[src/rtl/instr_fetch.sv]
// Instruction fetch stage: owns the PC, issues single-word reads to a memory with
// one-cycle read latency, and hands each instruction to the decoder over valid/ready.
module instr_fetch #(
  parameter int unsigned           ADDR_W    = 16,
  parameter int unsigned           DATA_W    = 16,
  parameter int unsigned           MEM_DEPTH = 1024,
  parameter logic [ADDR_W-1:0]     RESET_PC  = '0
) (
  input  logic              CLK,
  input  logic              reset,
  input  logic              enable,
  output logic              MemRead,
  output logic [ADDR_W-1:0] mem_addr,
  input  logic [DATA_W-1:0] mem_rdata,
  output logic [DATA_W-1:0] instr,
  output logic [ADDR_W-1:0] instr_pc,
  output logic              instr_valid,
  input  logic              instr_ready,
  input  logic              branch_taken,
  input  logic [ADDR_W-1:0] branch_target,
  output logic [ADDR_W-1:0] pc
);

  localparam logic [ADDR_W-1:0] PC_MASK = ADDR_W'(MEM_DEPTH - 1);

  typedef enum logic [1:0] {
    IDLE = 2'd0,
    REQ  = 2'd1,
    WAIT = 2'd2,
    HOLD = 2'd3
  } state_t;

  state_t state;

  // Addresses wrap modulo the (power-of-two) memory depth.
  function automatic logic [ADDR_W-1:0] wrap_pc(input logic [ADDR_W-1:0] a);
    return a & PC_MASK;
  endfunction

  assign MemRead  = (state == REQ);
  assign mem_addr = (state == REQ) ? pc : '0;

  always_ff @(posedge CLK or posedge reset) begin
    if (reset) begin
      state       <= IDLE;
      pc          <= RESET_PC;
      instr       <= '0;
      instr_pc    <= '0;
      instr_valid <= 1'b0;
    end else begin
      case (state)
        IDLE: begin
          if (branch_taken) pc <= wrap_pc(branch_target);
          state <= enable ? REQ : IDLE;
        end
        REQ: begin
          if (branch_taken) begin
            pc    <= wrap_pc(branch_target);
            state <= REQ;
          end else begin
            state <= WAIT;
          end
        end
        // A redirect here drops the returning word; it is never presented.
        WAIT: begin
          if (branch_taken) begin
            pc    <= wrap_pc(branch_target);
            state <= REQ;
          end else begin
            instr       <= mem_rdata;
            instr_pc    <= pc;
            instr_valid <= 1'b1;
            state       <= HOLD;
          end
        end
        HOLD: begin
          if (branch_taken) begin
            pc          <= wrap_pc(branch_target);
            instr_valid <= 1'b0;
            state       <= enable ? REQ : IDLE;
          end else if (instr_ready) begin
            pc          <= wrap_pc(pc + ADDR_W'(1));
            instr_valid <= 1'b0;
            state       <= enable ? REQ : IDLE;
          end
        end
        default: state <= IDLE;
      endcase
    end
  end

endmodule

[config.mk]
export PLATFORM = sky130hd
export DESIGN_NAME = instr_fetch
export DESIGN_NICKNAME = d
export VERILOG_FILES = /design/src/rtl/instr_fetch.sv
export SDC_FILE = /design/constraint.sdc
export NUM_CORES = 1
export LEC_CHECK = 0
export ABC_AREA = 1
export CORE_MARGIN = 10
export CORE_UTILIZATION = 38
export CTS_BUF_LIST = sky130_fd_sc_hd__clkbuf_8
export CTS_CLUSTER_DIAMETER = 80
export DETAILED_ROUTE_END_ITERATION = 6
export PLACE_DENSITY_LB_ADDON = 0.05
export SLEW_MARGIN = 5
export SYNTH_ARGS = -nofsm -noshare
export SYNTH_HDL_FRONTEND = slang
export SYNTH_SLANG_ARGS = --single-unit
[constraint.sdc]
create_clock -name CLK -period 1.8 [get_ports CLK]
set_clock_uncertainty 0.2 [all_clocks]
set_input_delay 0.18 -clock CLK [delete_from_list [all_inputs] [get_ports CLK]]
set_output_delay 0.18 -clock CLK [all_outputs]
set_load 0.03 [all_outputs]
==> PnR_summary.wiki <==
{| class="wikitable"
! Metric !! Value
|-
| Finished Layout Cells || approximately 440
|-
| CTS sink count || 39
|-
| Category of cells accounting for the largest share of critical-path delay || buffers and inverters
|-
| Share of the clock period used by the worst path after layout || 96.1%
|-
| Final core area utilization || 58.5%
|-
| Net switching power of the design || between 2 and 2.5 mW
|-
| H-tree levels || 2
|-
| Post-layout worst setup margin || ~70 ps
|-
| Stage delay of the slowest cell on the critical path || between 700 and 800 ps
|-
| Crit path capture type || output pin
|-
| Final setup violation count || 0
|-
| Setup TNS after final layout || 0 ps
|-
| Via count of the routed design || approximately 1900
|-
| Worst path bufs/invs || 1
|-
| Maximum number of pins on one net before global-route repair || 40
|-
| GR Util All Layers || between 10% and 20%
|-
| Avg Cell Area, Syn || between 7 and 8 sq um
|-
| Proportion of synthesized chip area in sequential cells || a little under half
|-
| Buffers added on ports || a little under 80
|-
| Part of the total power dissipated in combinational logic || about three fifths
|-
| Setup slack at placement || around 44 ps
|-
| DRC violations left || 0
|-
| Layout net count || 407
|-
| Placement row count || 26
|-
| RD Place Congestion || just under 0.8
|-
| Startpoint class of the critical path || register
|-
| Vias per std cell || roughly 4.3
|-
| Launching point of the worst reg2reg path || state[1]$_DFFE_PP0P_
|-
| Number of detailed-routing iterations run before antenna repair || 4
|-
| Number of library cell types mapped by synthesis || 27
|-
| Bufs on Longest Clock Path || 2
|-
| Global-route wire length before repair || around 9600 um
|-
| Synth top area share || a little under half
|-
| Ratio of cells with drive above 1 in the final layout || around an eighth
|-
| Initial Util || between 40 and 50%
|-
| Gate count of the mapped netlist || between 200 and 300
|-
| Largest cells by area after synthesis || dfrtp_1 (47%), nand2_1 (20%), buf_4 (6.5%)
|-
| Slowest CP cell || clkdlybuf4s50_1
|-
| CTS tree || done
|-
| Horiz. Die Dim || approximately 94 um
|-
| Internal Pwr Total || around 2.8 mW
|-
| Final Hold Fails || 0
|-
| Number of pins with negative max-slew slack in the final report || 0
|-
| RSZ-0062 raised after global routing || no
|-
| Cells along the critical path || clkdlybuf4s50_1
|-
| Largest fanout on the critical path || 2
|-
| Internal reg-to-reg setup slack || ~170 ps
|-
| Starting DRC count in detailed routing || 102
|-
| Final critical path time including I/O delays and setup || ~1700 ps
|-
| Most frequent cells in the layout || nand2_1 (110), clkdlybuf4s50_1 (61), dfrtp_1 (38), inv_1 (28), buf_4 (23)
|-
| Fraction of power spent switching nets || about 47%
|-
| Routed WL per cell || approximately 13 um
|-
| Clock edge transition at the registers on the reported setup and hold paths || 70 ps
|-
| Hold WC Path Type || in2async
|-
| Upper clock frequency limit || approximately 580 MHz
|-
| Seq cells post-synth || 39
|-
| Total Routed Length || about 5800 um
|-
| Count of nets left with antenna violations after detail routing || 0
|-
| Antenna violations before repair || 0
|-
| Number of global-route vias before repair || about 1900
|-
| # IOs || between 100 and 150
|-
| Critical path data arrival time || between 1000 and 1500 ps
|-
| Die area || 8860 sq um
|-
| Half-perimeter wire length of the detailed placement result || between 4000 and 5000 um
|-
| Endpoint of the worst-slack reg-to-reg timing path || pc[6]$_DFFE_PP0P_
|-
| Placed instance count || about 420
|-
| Y dimension of the die || about 94 um
|-
| Combined area of all synthesized cells || 2090 sq um
|-
| Worst r2r path cells || 9
|-
| Worst supply voltage drop on vdd || roughly 0.0008 V
|-
| Insertion delay of the later-clocked pin in the worst-skew pair || 280 ps
|-
| Area of the core || 5200 sq um
|-
| Cell area power density || ~1700 nW/um^2
|-
| Status || finished, final reports clean
|-
| Number of maximum-capacitance constraint violations || 0
|-
| Diodes inserted || 0
|-
| Class of the most critical setup path || reg2out
|-
| Post-synthesis to final-layout area growth || 45.8%
|-
| Sequential share of power || between 20 and 30%
|-
| Total congestion overflow || 0
|-
| Clock group share of total power || 11.2%
|-
| Library cell with the largest summed area after synthesis || dfrtp_1
|-
| Root buffer cell || clkbuf_8
|-
| Data required, critical path || approximately 1400 ps
|-
| CTS buffer count || 5
|-
| Number of warning messages in the yosys log || 0
|-
| Leak pwr || around 1.6 nW
|-
| Most common library cell in the layout ignoring fill and taps || nand2_1
|}
==> registers in the layout, summed over array words and instances, names as in the netlist <==
name / cells
instr: 16
instr_pc: 10
pc: 10
state: 2
instr_valid: 1
==> layer usage <==
metal  share of wire (%)  GRT usage [%]  up-vias
li1                    -              -      980
met3                 8.0           4.72        8
met4                0.95           3.80        0
met5                   0              0        -
met2                  44           20.2       66
met1                  47           17.2      829
==> synthesized netlist by cell type <==
cell and count:
nand2_1 110, nand2_4 1, nor2_2 2, o2111ai_1 1
a21oi_1 4, conb_1 1, o31ai_2 1, o211ai_1 3
dfrtp_1 39, ha_1 5, clkbuf_1 3, inv_2 2
nor3_1 1, nand3_1 8, inv_1 28, buf_4 18
o21a_1 1, o21ai_1 6, or2_0 2, buf_2 3
o21ai_2 1, buf_6 2, inv_4 1, o21ai_0 9
nor2_1 18, nand2_2 2, nand4_1 2
==> what timing repair did <==
action | 4_1_cts | 5_1_grt
hold buffers | 0 | 0
endpoints found under the setup margin | 15 | 39
buffers inserted | 0 | 4
gates resized for setup | 6 | 7
gates cloned | 0 | 0
==> how the worst max path moves through the flow <==
stage,depth (start not counted),endpoint,startpoint
floorplan,5,mem_addr[3],state[1]$_DFFE_PP0P_
global placement,9,pc[6]$_DFFE_PP0P_,branch_taken
detailed placement,9,pc[6]$_DFFE_PP0P_,branch_taken
CTS,1,pc[9],pc[9]$_DFFE_PP0P_
global route,6,mem_addr[0],state[1]$_DFFE_PP0P_
finish,1,instr_pc[6],instr_pc[6]$_DFFE_PP0P_
==> kinds of logic (layout without fill, tap and decap cells) <==
kind of cell	after synthesis	in the layout	synth area share [%]
compound gates	26	26	7.43
fa+ha+maj	5	5	3.00
buf+inv	57	131	14.5
flops	39	39	46.8
other cells	1	18	0.180
simple gates	146	146	28.1
==> area by class of cell <==
type / instances / area [sq um]
clock buffer: 6 / 82.6
tap: 70 / 87.6
clock inverter: 1 / 5.00
multi-input combinational: 195 / 890
fill: 516 / 2160
timing repair buffer: 93 / 882
sequential: 39 / 977
inverter: 31 / 119
==> metrics by stage <==
stage | hold slack, ps | instance area (sq um) | power [mW]
global placement | 253 | 2910 | 4.58
floorplan | 96.8 | 2150 | 3.35
global route | 93.2 | 3040 | 5.66
finish | 80.5 | 3040 | 5.24
detailed placement | 257 | 2910 | 4.62
CTS | 90.9 | 3000 | 5.24
==> power by group through the flow <==
| stage | Sequential (mW) | Clock (mW) | Combinational [mW] |
|---|---|---|---|
| global placement | 1.51 | 0 | 3.08 |
| CTS | 1.50 | 0.616 | 3.12 |
| detailed placement | 1.51 | 0 | 3.11 |
| floorplan | 2.23 | 0 | 1.13 |
| finish | 1.49 | 0.589 | 3.16 |
| global route | 1.56 | 0.667 | 3.43 |
(Power assumes the default switching activity.)
